`src/rtl/raizing_layer_mixer.sv`:
```
// raizing_layer_mixer: resolves NUM_LAYERS priority-tagged layers plus an
// always-on-top text layer into one palette index per dot, through a two
// stage PIXEL_CEN pipeline. Enable mask and backdrop are CPU-written into a
// pending copy and committed to the live copy on the VBLANK rising edge.
// Optional feature macro: RAIZING_LAYER_MIXER_SOLO_EN (addr 2 solo register).
module raizing_layer_mixer #(
    parameter int unsigned NUM_LAYERS = 4,
    parameter int unsigned PIX_W      = 11,
    parameter int unsigned PRI_W      = 4,
    parameter int unsigned TEXT_EN    = 1
) (
    input  logic                                CLK,
    input  logic                                RESET_N,
    input  logic                                PIXEL_CEN,
    input  logic                                ACTIVE,
    input  logic                                VBLANK,
    input  logic [NUM_LAYERS*(PRI_W+PIX_W)-1:0] LAYER_PIXELS,
    input  logic [PIX_W-1:0]                    TEXT_PIXEL,
    input  logic [1:0]                          CPU_ADDR,
    input  logic [15:0]                         CPU_DIN,
    input  logic                                CPU_WR,
    output logic                                CPU_ACK,
    output logic [PIX_W-1:0]                    FINAL_PIXEL,
    output logic [3:0]                          FINAL_LAYER,
    output logic                                FINAL_OPAQUE
);

    localparam int unsigned LW         = PRI_W + PIX_W;
    localparam int unsigned MW         = NUM_LAYERS + 1;
    localparam logic [3:0]  LAYER_NONE = 4'hF;
    localparam logic [3:0]  LAYER_TEXT = 4'(NUM_LAYERS);

    logic [MW-1:0]    pend_mask_q, pend_mask_d, live_mask_q, live_mask_d;
    logic [PIX_W-1:0] pend_bd_q, pend_bd_d, live_bd_q, live_bd_d;
    logic [4:0]       pend_solo_q, pend_solo_d, live_solo_q, live_solo_d;
    logic             vblank_q, vblank_d, ack_q, ack_d;
    logic             vblank_rise_c;

    logic                             a_active_q, a_active_d;
    logic                             a_text_q, a_text_d;
    logic [PIX_W-1:0]                 a_text_pix_q, a_text_pix_d;
    logic [NUM_LAYERS-1:0]            a_cand_q, a_cand_d;
    logic [NUM_LAYERS-1:0][PRI_W-1:0] a_pri_q, a_pri_d;
    logic [NUM_LAYERS-1:0][PIX_W-1:0] a_idx_q, a_idx_d;

    logic [PIX_W-1:0] final_pixel_q, final_pixel_d;
    logic [3:0]       final_layer_q, final_layer_d;
    logic             final_opaque_q, final_opaque_d;

    logic [NUM_LAYERS-1:0]            cand_c;
    logic                             text_cand_c;
    logic [NUM_LAYERS-1:0][PRI_W-1:0] lay_pri_c;
    logic [NUM_LAYERS-1:0][PIX_W-1:0] lay_idx_c;
    logic [PIX_W-1:0]                 res_pixel_c;
    logic [3:0]                       res_layer_c;
    logic                             res_opaque_c;
    logic                             unused_din_c;

    assign vblank_rise_c = VBLANK & ~vblank_q;
    assign unused_din_c  = ^CPU_DIN;

    // CPU register writes into pending copies; commit pending to live on VBLANK rise
    always_comb begin
        vblank_d    = VBLANK;
        ack_d       = CPU_WR;
        pend_mask_d = pend_mask_q;
        pend_bd_d   = pend_bd_q;
        pend_solo_d = pend_solo_q;
        live_mask_d = live_mask_q;
        live_bd_d   = live_bd_q;
        live_solo_d = live_solo_q;
        if (vblank_rise_c) begin
            live_mask_d = pend_mask_q;
            live_bd_d   = pend_bd_q;
            live_solo_d = pend_solo_q;
        end
        if (CPU_WR) begin
            case (CPU_ADDR)
                2'd0:    pend_mask_d = CPU_DIN[MW-1:0];
                2'd1:    pend_bd_d   = CPU_DIN[PIX_W-1:0];
`ifdef RAIZING_LAYER_MIXER_SOLO_EN
                2'd2:    pend_solo_d = CPU_DIN[4:0];
`endif
                default: ;
            endcase
        end
    end

    // Stage A candidate qualification from live mask (and solo select)
    always_comb begin
        text_cand_c = (TEXT_EN != 0) && (TEXT_PIXEL != '0) && live_mask_q[NUM_LAYERS];
        for (int k = 0; k < NUM_LAYERS; k++) begin
            lay_idx_c[k] = LAYER_PIXELS[k*LW +: PIX_W];
            lay_pri_c[k] = LAYER_PIXELS[k*LW+PIX_W +: PRI_W];
            cand_c[k]    = (lay_idx_c[k] != '0) && live_mask_q[k];
        end
`ifdef RAIZING_LAYER_MIXER_SOLO_EN
        if (live_solo_q[4]) begin
            for (int k = 0; k < NUM_LAYERS; k++) begin
                if (live_solo_q[3:0] != 4'(k)) cand_c[k] = 1'b0;
            end
            if (live_solo_q[3:0] != LAYER_TEXT) text_cand_c = 1'b0;
        end
`endif
    end

    // Stage B resolve: text over layers; highest priority, ties to higher index
    always_comb begin
        logic             found;
        logic [PRI_W-1:0] best_pri;
        logic [PIX_W-1:0] best_idx;
        logic [3:0]       best_k;
        found    = 1'b0;
        best_pri = '0;
        best_idx = '0;
        best_k   = LAYER_NONE;
        for (int k = 0; k < NUM_LAYERS; k++) begin
            if (a_cand_q[k] && (!found || a_pri_q[k] >= best_pri)) begin
                found    = 1'b1;
                best_pri = a_pri_q[k];
                best_idx = a_idx_q[k];
                best_k   = 4'(k);
            end
        end
        res_pixel_c  = live_bd_q;
        res_layer_c  = LAYER_NONE;
        res_opaque_c = 1'b0;
        if (!a_active_q) begin
            res_pixel_c = '0;
        end else if (a_text_q) begin
            res_pixel_c  = a_text_pix_q;
            res_layer_c  = LAYER_TEXT;
            res_opaque_c = 1'b1;
        end else if (found) begin
            res_pixel_c  = best_idx;
            res_layer_c  = best_k;
            res_opaque_c = 1'b1;
        end
    end

    // Pipeline advance on dot enable, hold otherwise
    always_comb begin
        a_active_d     = a_active_q;
        a_text_d       = a_text_q;
        a_text_pix_d   = a_text_pix_q;
        a_cand_d       = a_cand_q;
        a_pri_d        = a_pri_q;
        a_idx_d        = a_idx_q;
        final_pixel_d  = final_pixel_q;
        final_layer_d  = final_layer_q;
        final_opaque_d = final_opaque_q;
        if (PIXEL_CEN) begin
            a_active_d     = ACTIVE;
            a_text_d       = text_cand_c;
            a_text_pix_d   = TEXT_PIXEL;
            a_cand_d       = cand_c;
            a_pri_d        = lay_pri_c;
            a_idx_d        = lay_idx_c;
            final_pixel_d  = res_pixel_c;
            final_layer_d  = res_layer_c;
            final_opaque_d = res_opaque_c;
        end
    end

    // State registers
    always_ff @(posedge CLK or negedge RESET_N) begin
        if (!RESET_N) begin
            pend_mask_q    <= '1;
            live_mask_q    <= '1;
            pend_bd_q      <= '0;
            live_bd_q      <= '0;
            pend_solo_q    <= '0;
            live_solo_q    <= '0;
            vblank_q       <= 1'b0;
            ack_q          <= 1'b0;
            a_active_q     <= 1'b0;
            a_text_q       <= 1'b0;
            a_text_pix_q   <= '0;
            a_cand_q       <= '0;
            a_pri_q        <= '0;
            a_idx_q        <= '0;
            final_pixel_q  <= '0;
            final_layer_q  <= LAYER_NONE;
            final_opaque_q <= 1'b0;
        end else begin
            pend_mask_q    <= pend_mask_d;
            live_mask_q    <= live_mask_d;
            pend_bd_q      <= pend_bd_d;
            live_bd_q      <= live_bd_d;
            pend_solo_q    <= pend_solo_d;
            live_solo_q    <= live_solo_d;
            vblank_q       <= vblank_d;
            ack_q          <= ack_d;
            a_active_q     <= a_active_d;
            a_text_q       <= a_text_d;
            a_text_pix_q   <= a_text_pix_d;
            a_cand_q       <= a_cand_d;
            a_pri_q        <= a_pri_d;
            a_idx_q        <= a_idx_d;
            final_pixel_q  <= final_pixel_d;
            final_layer_q  <= final_layer_d;
            final_opaque_q <= final_opaque_d;
        end
    end

    assign CPU_ACK      = ack_q;
    assign FINAL_PIXEL  = final_pixel_q;
    assign FINAL_LAYER  = final_layer_q;
    assign FINAL_OPAQUE = final_opaque_q;

endmodule

```
`config.mk`:
```
export PLATFORM = sky130hd
export DESIGN_NAME = raizing_layer_mixer
export DESIGN_NICKNAME = d
export VERILOG_FILES = /design/src/rtl/raizing_layer_mixer.sv
export SDC_FILE = /design/constraint.sdc
export NUM_CORES = 1
export LEC_CHECK = 0
export ABC_CLOCK_PERIOD_IN_PS = 6900
export BUFFER_PORTS_ARGS = -buffer_cell sky130_fd_sc_hd__buf_4
export CAP_MARGIN = 20
export CORE_MARGIN = 1
export CORE_UTILIZATION = 30
export DETAILED_ROUTE_END_ITERATION = 10
export REMOVE_ABC_BUFFERS = 1
export SLEW_MARGIN = 15
export SYNTH_ARGS = -nofsm -noshare
export SYNTH_HDL_FRONTEND = slang
export SYNTH_SLANG_ARGS = --single-unit
```
`constraint.sdc`:
```
create_clock -name CLK -period 6.9 [get_ports CLK]
set_input_delay 0.345 -clock CLK [delete_from_list [all_inputs] [get_ports CLK]]
set_output_delay 0.345 -clock CLK [all_outputs]
set_load 0.01 [all_outputs]
```
Yosys cells after proc, flatten, opt, wreduce, memory -nomap -nowiden
Index checks and enable logic that the tools add are counted.
{"block": "word_totals", "elab_cells": 73, "latch_bits": 0, "in_bits": 95, "ramBits": 0, "output_inout_bits": 17, "reg_bits": 127, "romBits": 0, "mem_count": 0}
{"block": "classes", "order_cmp": 3, "mul": 0, "bitwise": 2, "mux": 24, "n_div": 0, "shift": 0, "eq_ne": 1, "reduce_logical": 22, "add_sub_neg": 0}
{"operator": "two-way mux 11 bit", "n": 7}
{"operator": "nonzero test 11 bit", "n": 5}
{"operator": "two-way mux 4 bit", "n": 10}
{"operator": "greater-or-equal comparator 4 bit", "n": 3}
{"operator": "logical AND 1 bit", "n": 8}
{"operator": "two-way mux 1 bit", "n": 7}
{"operator": "AND reduction 2 bit", "n": 2}
{"operator": "logical NOT 1 bit", "n": 3}
{"operator": "logical OR 1 bit", "n": 3}
{"operator": "equality test 2 x 1 -> 1 bit (second input constant)", "n": 1}
{"operator": "logical NOT 2 bit", "n": 1}
{"operator": "bitwise AND 1 bit", "n": 1}
{"operator": "NOT 1 bit", "n": 1}

Depth between registers and ports, before layout
Gate-level depths: netlist of the first run.
{"block": "depth", "ltp_word": 16, "mapped_depth": 22}

Least setup slack after synthesis of the first run
Ideal clock, no wire load.
{"block": "synth_timing", "path_kind": "reg-to-reg", "startpoint": "register a_cand_q[0]", "endpoint": "register final_pixel_q[1], in the netlist FINAL_PIXEL[1]", "path_slack_ns": 2.465, "stages_incl_launch_ff": 23, "setup_time_ns": 0.138, "arrival_time_ns": 4.298, "synth_period_minus_slack_ns": 4.435, "cell_sequence": "dfrtp_1 > buf_6 > and2_1 > ha_1 > nor3b_1 > nor2_1 > o21a_4 > buf_6 > mux2i_1 > inv_1 > ha_1 > o21ai_0 > nor2_1 > o41ai_4 > buf_6 > mux2i_1 > ha_1 > a21o_1 > a31oi_1 > o21ai_1 > clkbuf_1 > a211oi_1 > o22ai_1"}
{"block": "synth_via", "elab_chain_len": 16, "word_cells_on_any_way": 26, "cone_classes": "3 x order compare; 14 x mux; 9 x reduce/logical"}
{"item": "from (decl)", "line_no": "42", "source": "logic [NUM_LAYERS-1:0] a_cand_q, a_cand_d;"}
{"item": "from (signal assigned)", "line_no": "197", "source": "a_cand_q <= a_cand_d;"}
{"item": "two-way mux 4 bit / two-way mux 1 bit (equally long branches)", "line_no": "118", "source": "if (a_cand_q[k] && (!found || a_pri_q[k] >= best_pri)) begin"}
{"item": "greater-or-equal comparator 4 bit / logical NOT 1 bit (equally long branches)", "line_no": "118"}
{"item": "logical OR 1 bit", "line_no": "118"}
{"item": "logical AND 1 bit", "line_no": "118"}
{"item": "two-way mux 4 bit / two-way mux 1 bit (equally long branches)", "line_no": "118"}
{"item": "greater-or-equal comparator 4 bit / logical NOT 1 bit (equally long branches)", "line_no": "118"}
{"item": "logical OR 1 bit", "line_no": "118"}
{"item": "logical AND 1 bit", "line_no": "118"}
{"item": "two-way mux 4 bit / two-way mux 1 bit (equally long branches)", "line_no": "118"}
{"item": "greater-or-equal comparator 4 bit / logical NOT 1 bit (equally long branches)", "line_no": "118"}
{"item": "logical OR 1 bit", "line_no": "118"}
{"item": "logical AND 1 bit", "line_no": "118"}
{"item": "two-way mux 11 bit / two-way mux 1 bit (equally long branches)", "line_no": "118"}
{"item": "two-way mux 11 bit *", "line_no": "134", "source": "end else if (found) begin"}
{"item": "two-way mux 11 bit *", "line_no": "130", "source": "end else if (a_text_q) begin"}
{"item": "two-way mux 11 bit *", "line_no": "128", "source": "if (!a_active_q) begin"}
{"item": "to (signal assigned)", "line_no": "200", "source": "final_pixel_q <= final_pixel_d;"}
{"item": "to (decl)", "line_no": "46", "source": "logic [PIX_W-1:0] final_pixel_q, final_pixel_d;"}
Every way passes the cells marked *; elsewhere a longest branch is shown, timed or not.
A chain may end at the register's enable or synchronous reset.

Worst setup path in the final report of the first run
{"block": "layout_timing", "startpoint": "register a_cand_q[0]", "endpoint": "register final_pixel_q[10], in the netlist FINAL_PIXEL[10]"}
Same word-level chain as after synthesis.

==> results.py, run 1 <==
metrics = {
    "synth": {
        "synth-seq-cells": 127,
        "synth_warnings": 0,
        "synthMuxAreaShare": 0.207,
        "synth_top_family_by_area": "multiplexers",
        "synth.distinct_cells": 49,
        "ys_seq_area_frac": 0.540,
        "synth-compound-area-share": 0.126,
        "synth_most_common_cell": "dfrtp_1",
        "async_reset_ff_frac": 1.00,
        "yosys-top-cells-count": "113 x dfrtp_1, 98 x mux2_2, 14 x dfstp_2, 14 x nand2_1, 14 x nor2_1",
        "synth_xor_area_frac": 0,
        "ys_top_cells_by_area": "dfrtp_1 48%, mux2_2 19%, dfstp_2 6.2%",
        "ys.flop_type": "dfrtp_1",
        "postSynthCellCount": 445,
        "yosysTopAreaCell": "dfrtp_1",
        "synthAdderAreaFrac": 0.0254,
        "synth_simple_gate_area_share": 0.0687,
        "synth_top_area_share": 0.478,
        "syn_area_per_cell_um2": 13.3,
        "syn_area_um2": 5920,
        "synth_edf_count": 0,
    },
    "place": {
        "hpwl_um": 11000,
        "place_congestion": 0.792,
        "io_buffers": 106,
        "placed_area_um2": 6940,
    },
    "routing": {
        "wl_met3_um": 624,
        "ant_nets": 0,
        "vias_per_cell": 4.99,
        "routed.top_layer": "met4",
        "wl_per_cell_um": 18.5,
        "first_iter_violations": 177,
        "dr.pass1.iters": 5,
        "vias": 4133,
        "dr_wl_met2_um": 7550,
        "finalWirelength_um": 15400,
        "drc": 0,
        "wl_met1_um": 6800,
    },
    "final_layout": {
        "diodes": 0,
        "drive_gt1_frac": 0.497,
        "syn_to_final_growth_pct": 26.8,
        "fin_nets": 657,
        "post-route-cell-area_um2": 7500,
    },
    "clock_network": {
        "clock_latency_ns": 0.42,
        "cts_max_level": 4,
        "post_cts_resized": 0,
        "worst_setup_hold_path_clk_slew_ns": 0.06,
        "cts_buffers": 17,
        "ctsRootBufferMaster": "clkbuf_16",
        "cts_tree": "yes",
        "clkSinkCount": 127,
        "clock_path_buffers": 2,
    },
    "floorplan": {
        "num_io_pins": 112,
        "design.die.area_um2": 20300,
        "rows": 51,
        "core-area_um2": 19400,
        "floorplan.initialDensity": 0.305,
        "fp.dieW_um": 142,
        "die_h_um": 142,
    },
    "sta": {
        "setup_tns_ns": 0,
        "final_hold_viol_count": 0,
        "rsz0062_at_grt": "no",
        "finalClockSkew_ns": 0.0142,
        "fin_crit_ns": 5.18,
        "min_period_over_period": 0.751,
        "max_slew.worst_pin.slew_ns": 1.04,
        "clock.fmax_mhz": 193,
        "setup_viol": 0,
        "whs_ns": 0.0360,
        "slew_headroom": 0.308,
        "maxSlewViolCount": 0,
    },
    "critical_path": {
        "crit_top_cell": "ha_1",
        "required_ns": 7.23,
        "slowest_stage": "dfrtp_1",
        "crit_type": "register to register",
        "start_kind": "register",
        "cp_max_fo": 17,
        "worstPathArrival_ns": 5.51,
        "crit_path_max_incr_delay_ns": 0.59,
        "worst_setup_path_end_kind": "register",
        "critical_path.cell_chain": "nand2_1, ha_1, o211ai_1, nor2_1, o21a_4, mux2_4, ha_1, nor3b_2, nor2_1, o41ai_4, buf_4, mux2_4, ha_1, nand2b_1, a31oi_1, o21a_1, o221ai_1, o22ai_1",
    },
    "global_route": {
        "grt_overflow_total": 0,
        "grt_pass1_wl_um": 24000,
        "grt_usage": 0.160,
        "grt_max_degree": 86,
        "grt_pass1_vias": 4391,
        "antenna_found_initial": 0,
    },
    "power": {
        "ir_worst_vdd_v": 0.000196,
        "power_density_nw_per_um2": 336,
        "leakagePower_nw": 3.20,
    },
    "outcome": {
        "status": "finished clean",
    },
    "job": {
        "drv_cap": 0,
    },
    "min_path": {
        "min_path_type": "input port to register",
    },
}
==> worst paths after layout <==
| kind | from | to | slack (ns) | cells past startpoint |
|---|---|---|---|---|
| hold reg to reg | pend_bd_q[1] | live_bd_q[1] | 0.50 | 1 |
| setup / recovery | a_cand_q[0] | FINAL_PIXEL[10] | 1.72 | 18 |
| min in group asynchronous | RESET_N | a_idx_q[42] | 0.47 | 2 |
| setup reg to reg | a_cand_q[0] | FINAL_PIXEL[10] | 1.72 | 18 |
| max in group asynchronous | RESET_N | CPU_ACK | 5.26 | 3 |
| hold / removal | VBLANK | vblank_q | 0.04 | 1 |
==> cells in the final DEF (no fill, tap or decap), types with 9 or more instances in the layout <==
cell	instances
nor2_1	14
mux2i_1	9
inv_1	12
clkbuf_16	17
dfrtp_1	113
o21ai_0	12
o22ai_1	12
ha_1	12
a211oi_1	11
nand2_1	14
mux2_2	98
nor4_1	10
o221a_2	9
buf_4	110
a222oi_1	11
dfstp_2	14
==> critical path: cells and delay by family, from the launching register on <==
family          cells  cell delay [ns]
compound gates      7             1.84
fa+ha+maj           3             0.88
simple gates        5             0.79
mux                 2             0.66
flops               1             0.59
buf+inv             1             0.33
==> area by class of cell <==
| cell class | count | area (µm²) |
|---|---|---|
| Clock inverter | 13 | 100 |
| Tap cell | 265 | 332 |
| Multi-Input combinational cell | 279 | 2530 |
| Fill cell | 1936 | 11900 |
| Sequential cell | 127 | 3200 |
| Inverter | 13 | 48.8 |
| Clock buffer | 19 | 453 |
| Timing Repair Buffer | 112 | 847 |
==> power breakdown <==
group	internal, mW	total (mW)	leakage, nW	switching, mW
registers	0.890	0.988	1.49	0.0979
clock network	0.483	0.837	0.260	0.355
logic	0.329	0.694	1.45	0.365
==> timing repair <==
item / 4_1_cts / 5_1_grt
endpoints found under the hold margin: 39 / 0
hold buffers: 1 / 0
setup buffers: 0 / 0
==> routing by layer <==
metal	vias up	global-route usage
li1	1913	-
met1	2111	0.201
met2	89	0.258
met3	20	0.0471
met4	0	0.0662
met5	-	0
==> registers in the layout, indices dropped and copies added, names as in the netlist, 4 cells and up <==
| name | flops |
|---|---|
| a_idx_q | 44 |
| a_pri_q | 16 |
| FINAL_PIXEL | 11 |
| a_text_pix_q | 11 |
| live_bd_q | 11 |
| pend_bd_q | 11 |
| live_mask_q | 5 |
| pend_mask_q | 5 |
| FINAL_LAYER | 4 |
| a_cand_q | 4 |
==> logic make-up (layout without fill, tap and decap cells) <==
group / count (synthesis) / count (layout)
compound gates: 86 / 86
buf+inv: 39 / 157
fa+ha+maj: 12 / 12
simple gates: 72 / 72
flops: 127 / 127
mux: 109 / 109
==> stage by stage <==
stage | power (mW) | instances | worst slack [ns] | util
4_1_cts | 2.55 | 828 | 1.69 | 0.387
3_5_place_dp | 1.70 | 795 | 1.74 | 0.358
5_1_grt | 2.66 | 828 | 1.28 | 0.387
3_3_place_gp | 1.68 | 795 | 1.79 | 0.358
2_1_floorplan | 1.39 | 419 | 2.15 | -
6_report | 2.52 | 828 | 1.72 | 0.387
Note: power is estimated with default switching activity, not from simulation.
==> run 2, diff against run 1 <==
- ABC_CLOCK_PERIOD_IN_PS: 6900 -> 5180
- clock period: 6.9 -> 5.18 ns (I/O delays scaled with it)
==> results.py, run 2 (same netlist as run 1, synthesis figures left out) <==
metrics = {
    "final_layout": {
        "drive_gt1_frac": 0.498,
        "fin_nets": 660,
        "largest_register_ffs": 44,
        "final-seq-area_um2": 3200,
        "post-route-cell-area_um2": 7550,
        "final_cell_mix": "113 x dfrtp_1, 113 x buf_4, 98 x mux2_2",
        "top_register": "a_idx_q",
        "multi_input_area_um2": 2530,
        "largest_registers": "a_idx_q: 44 flops, a_pri_q: 16 flops",
        "syn_to_final_growth_pct": 27.6,
        "diodes": 0,
        "fillers": 1883,
    },
    "outcome": {
        "violations": "hold timing",
        "status": "finished, violations left",
    },
    "critical_path": {
        "worst_setup_path_end_kind": "register",
        "worstPathArrival_ns": 4.88,
        "crit_path_max_incr_delay_ns": 0.43,
        "required_ns": 5.46,
        "slowest_stage": "dfrtp_1",
        "critical_path.cell_chain": "and2_1, ha_1, nor3b_1, nor2_1, o21a_4, mux2_4, ha_1, nor3b_2, nor2_1, o41ai_4, mux2_4, ha_1, nand2b_1, a31oi_1, o21ai_1, buf_4, a211oi_1, o22ai_1",
        "crit_type": "register to register",
        "r2r.worst_path.cells": 18,
        "crit_top_cell": "ha_1",
        "cp_max_fo": 15,
        "start_kind": "register",
    },
    "global_route": {
        "grt_max_degree": 77,
        "antenna_found_initial": 0,
        "grt_usage": 0.159,
        "grt_pass1_wl_um": 23900,
        "grt_pass1_vias": 4320,
        "grt_overflow_total": 0,
    },
    "sta": {
        "min_period_over_period": 0.888,
        "whs_ns": -0.00947,
        "rsz0062_at_grt": "no",
        "maxSlewViolCount": 0,
        "clock.fmax_mhz": 217,
        "setup_tns_ns": 0,
        "setup_viol": 0,
        "slew_headroom": 0.300,
        "fin_crit_ns": 4.60,
        "final_hold_viol_count": 4,
        "finalClockSkew_ns": 0.0104,
        "max_slew.worst_pin.slew_ns": 1.05,
    },
    "power": {
        "p_clk_frac": 0.340,
        "leakagePower_nw": 3.24,
        "ir_worst_vdd_v": 0.000262,
        "seqPwrFrac": 0.384,
        "combPwrFrac": 0.275,
        "p_sw_mw": 1.09,
        "swShare": 0.319,
        "p_int_mw": 2.33,
        "power_density_nw_per_um2": 452,
    },
    "place": {
        "hpwl_um": 11000,
        "io_buffers": 106,
        "place_congestion": 0.787,
        "placed_area_um2": 6950,
    },
    "clock_network": {
        "cts_buffers": 17,
        "cts_max_level": 4,
        "clkSinkCount": 127,
        "postCtsSetupRepairBufs": 0,
        "cts_tree": "yes",
        "clock_latency_ns": 0.43,
        "post_cts_resized": 0,
        "clock_path_buffers": 2,
        "cts_hold_buf": 2,
        "worst_setup_hold_path_clk_slew_ns": 0.06,
        "ctsRootBufferMaster": "clkbuf_16",
    },
    "min_path": {
        "min_path_type": "input port to asynchronous set/reset pin",
    },
    "routing": {
        "dr.pass1.iters": 5,
        "wl_per_cell_um": 18.4,
        "drc": 0,
        "vias": 4118,
        "vias_per_cell": 4.96,
        "ant_nets": 0,
        "first_iter_violations": 233,
        "finalWirelength_um": 15300,
    },
    "floorplan": {
        "num_io_pins": 112,
        "floorplan.initialDensity": 0.305,
        "rows": 51,
        "fp.dieW_um": 142,
        "core-area_um2": 19400,
        "die_h_um": 142,
        "design.die.area_um2": 20300,
    },
    "job": {
        "drv_cap": 0,
    },
}
==> run 2: changes by cell type in the layout (fill, tap and decap cells not counted) <==
cell,change
clkinv_4,+3
dlygate4sd3_1,+1
bufinv_16,+1
inv_8,+1
inv_6,-2
clkinvlp_4,-3
buf_4,+3
buf_6,-1
==> run 2: worst max-delay path, delay by kind of cell, from the launching register on <==
family                     cells  cell delay [ns]
DFF                            1             0.43
buffers and inverters          1             0.20
AOI/OAI and AO/OA              6             1.44
adders and majority gates      3             0.81
muxes                          2             0.67
and+or+nand+nor                6             0.90
==> run 2: path summary, 6_finish.rpt <==
check,start,end,slack [ns]
min in group CLK,LAYER_PIXELS[28],a_pri_q[6],0.05
max in group asynchronous,RESET_N,a_idx_q[4],3.91
worst max register to register,a_cand_q[0],FINAL_PIXEL[0],0.58
worst min-delay path,RESET_N,a_idx_q[42],-0.009
worst max-delay path,a_cand_q[0],FINAL_PIXEL[0],0.58
worst min register to register,pend_bd_q[8],live_bd_q[8],0.50
==> run 2: through the flow <==
step | hold WS [ns] | power [mW] | utilization | setup slack (ns) | cells
after floorplan | -0.0366 | 1.86 | - | 0.429 | 419
after global placement | 0.376 | 2.25 | 0.358 | 0.647 | 797
after detailed placement | 0.377 | 2.28 | 0.358 | 0.621 | 797
after CTS | 0.0195 | 3.47 | 0.389 | 0.584 | 831
after global routing | 0.0475 | 3.59 | 0.389 | 0.261 | 831
final | -0.00947 | 3.41 | 0.389 | 0.578 | 831
==> run 2: layer usage <==
layer	wire length, µm	track usage
met1	6850	0.200
met2	7470	0.259
met3	586	0.0417
met4	391	0.0702
met5	0	0
==> run 2: power by group through the flow <==
stage          registers (mW)  clock network (mW)  logic, mW
2_1_floorplan            1.30                   0      0.553
3_3_place_gp             1.32                   0      0.924
3_5_place_dp             1.33                   0      0.949
4_1_cts                  1.31                1.20      0.954
5_1_grt                  1.33                1.24       1.02
6_report                 1.31                1.16      0.939
==> run 2: cell type report <==
| class | count | share of cell area |
|---|---|---|
| Clock buffer | 19 | 0.0600 |
| Clock inverter | 13 | 0.0169 |
| Inverter | 13 | 0.00646 |
| Multi-Input combinational cell | 279 | 0.335 |
| Sequential cell | 127 | 0.423 |
| Tap cell | 265 | 0.0439 |
| Timing Repair Buffer | 115 | 0.115 |
==> run 3, diff against run 2 <==
- BUFFER_PORTS_ARGS: -buffer_cell sky130_fd_sc_hd__buf_4 -> -buffer_cell sky130_fd_sc_hd__clkbuf_2
==> results.py, run 3 (same netlist as run 1, synthesis figures left out) <==
metrics = {
    "sta": {
        "slew_headroom": 0.314,
        "maxSlewViolCount": 0,
        "max_slew.worst_pin.slew_ns": 1.03,
        "finalClockSkew_ns": 0.0122,
        "clock.fmax_mhz": 216,
        "whs_ns": -0.0290,
        "min_period_over_period": 0.894,
        "setup_tns_ns": 0,
        "setup_slack_ns": 0.551,
        "final_hold_viol_count": 26,
        "fin_crit_ns": 4.63,
        "rsz0062_at_grt": "no",
        "setup_viol": 0,
    },
    "floorplan": {
        "core-area_um2": 19400,
        "rows": 51,
        "num_io_pins": 112,
        "fp.dieW_um": 142,
        "floorplan.initialDensity": 0.305,
        "die_h_um": 142,
        "design.die.area_um2": 20300,
    },
    "global_route": {
        "grt_max_degree": 70,
        "grt_pass1_vias": 4402,
        "grt_pass1_wl_um": 24300,
        "grt_overflow_total": 0,
        "antenna_found_initial": 0,
        "grt_usage": 0.161,
    },
    "final_layout": {
        "top_register": "a_idx_q",
        "fin_nets": 660,
        "layout_commonest_cell": "dfrtp_1",
        "largest_registers": "a_idx_q: 44 flops, a_pri_q: 16 flops",
        "drive_gt1_frac": 0.495,
        "final_util": 0.374,
        "post-route-cell-area_um2": 7260,
        "syn_to_final_growth_pct": 22.6,
        "diodes": 0,
        "final_cell_mix": "113 x dfrtp_1, 104 x clkbuf_2, 98 x mux2_2",
        "largest_register_ffs": 44,
    },
    "critical_path": {
        "reg2reg_from": "a_cand_q[0]",
        "r2r.worst_path.cells": 18,
        "required_ns": 5.45,
        "r2r-end": "FINAL_PIXEL[0]",
        "start_kind": "register",
        "worstPathArrival_ns": 4.90,
        "regToRegSetupSlack_ns": 0.55,
        "cp_max_fo": 15,
        "worst_setup_path_end_kind": "register",
        "crit_type": "register to register",
    },
    "outcome": {
        "status": "finished, violations left",
        "violations": "hold timing",
    },
    "clock_network": {
        "cts_max_level": 4,
        "clock_path_buffers": 2,
        "cts_buffers": 17,
        "cts_hold_buf": 2,
        "postCtsSetupRepairBufs": 0,
        "ctsRootBufferMaster": "clkbuf_16",
        "post_cts_resized": 0,
        "clock_latency_ns": 0.42,
        "cts_tree": "yes",
        "clkSinkCount": 127,
        "worst_setup_hold_path_clk_slew_ns": 0.06,
    },
    "job": {
        "drv_cap": 0,
    },
    "routing": {
        "finalWirelength_um": 15400,
        "ant_nets": 0,
        "drc": 0,
        "vias": 4142,
        "wl_per_cell_um": 18.5,
        "vias_per_cell": 4.98,
        "dr.pass1.iters": 9,
        "first_iter_violations": 189,
    },
    "place": {
        "placed_area_um2": 6690,
        "place_congestion": 0.811,
        "place_ws_ns": 0.585,
        "hpwl_um": 11000,
        "io_buffers": 106,
    },
    "power": {
        "combPwrFrac": 0.271,
        "ir_worst_vdd_v": 0.000264,
        "p_int_mw": 2.23,
        "swShare": 0.324,
        "seqPwrFrac": 0.397,
        "p_clk_frac": 0.332,
        "leakagePower_nw": 3.14,
        "p_sw_mw": 1.07,
        "power_density_nw_per_um2": 455,
    },
    "min_path": {
        "min_path_type": "input port to asynchronous set/reset pin",
    },
}
## run 3: cell count changes in the layout (fill, tap and decap cells not counted)
cell and change:
clkbuf_1 +2, clkinvlp_4 +3, clkinv_4 -2, buf_4 -104
clkbuf_2 +104, inv_8 -1, bufinv_16 -1, inv_6 -1
## run 3: area by class of cell
cell class                      count  area [µm²]
Clock buffer                       21         460
Tap cell                          265         332
Multi-Input combinational cell    279        2530
Timing Repair Buffer              115         608
Fill cell                        1936       12100
Inverter                           13        48.8
Sequential cell                   127        3200
Clock inverter                     11        82.6
## run 3: power by group through the flow
| stage | combinational [mW] | clock [mW] | sequential, mW |
|---|---|---|---|
| 5_1_grt | 0.982 | 1.18 | 1.34 |
| 3_3_place_gp | 0.881 | 0 | 1.32 |
| 3_5_place_dp | 0.905 | 0 | 1.33 |
| 2_1_floorplan | 0.553 | 0 | 1.30 |
| 4_1_cts | 0.912 | 1.12 | 1.31 |
| 6_report | 0.895 | 1.10 | 1.31 |
## run 3: worst max path at each step
stage | startpoint | end | slack (ns) | cells after the start
floorplan | a_cand_q[0] | FINAL_PIXEL[0] | 0.43 | 17
global placement | a_cand_q[0] | FINAL_PIXEL[0] | 0.66 | 18
detailed placement | a_cand_q[0] | FINAL_PIXEL[8] | 0.59 | 18
CTS | a_cand_q[0] | FINAL_PIXEL[8] | 0.54 | 18
global route | a_cand_q[0] | FINAL_PIXEL[5] | 0.18 | 19
finish | a_cand_q[0] | FINAL_PIXEL[0] | 0.55 | 18
## run 3: worst max-delay path: stages (launching register included)
cell      delay, ns
dfrtp_1        0.42
and2_1         0.18
ha_1           0.28
nor3b_1        0.18
nor2_1         0.10
o21a_4         0.30
mux2_4         0.33
ha_1           0.28
nor3b_2        0.21
nor2_1         0.10
o41ai_4        0.38
mux2_4         0.34
ha_1           0.26
nand2b_1       0.15
a31oi_1        0.26
o21ai_1        0.11
buf_4          0.20
a211oi_1       0.28
o22ai_1        0.12
## run 3: per-stage QoR
stage / std cells / total power, mW
global placement: 797 / 2.20
global route: 831 / 3.49
CTS: 831 / 3.34
detailed placement: 797 / 2.23
floorplan: 419 / 1.86
finish: 831 / 3.30
## run 3: layer usage
metal / wire length, µm / up-vias / track usage
li1: - / 1911 / -
met2: 7640 / 113 / 0.263
met4: 316 / 0 / 0.0606
met5: 0 / - / 0
met1: 6530 / 2101 / 0.201
met3: 862 / 17 / 0.0485
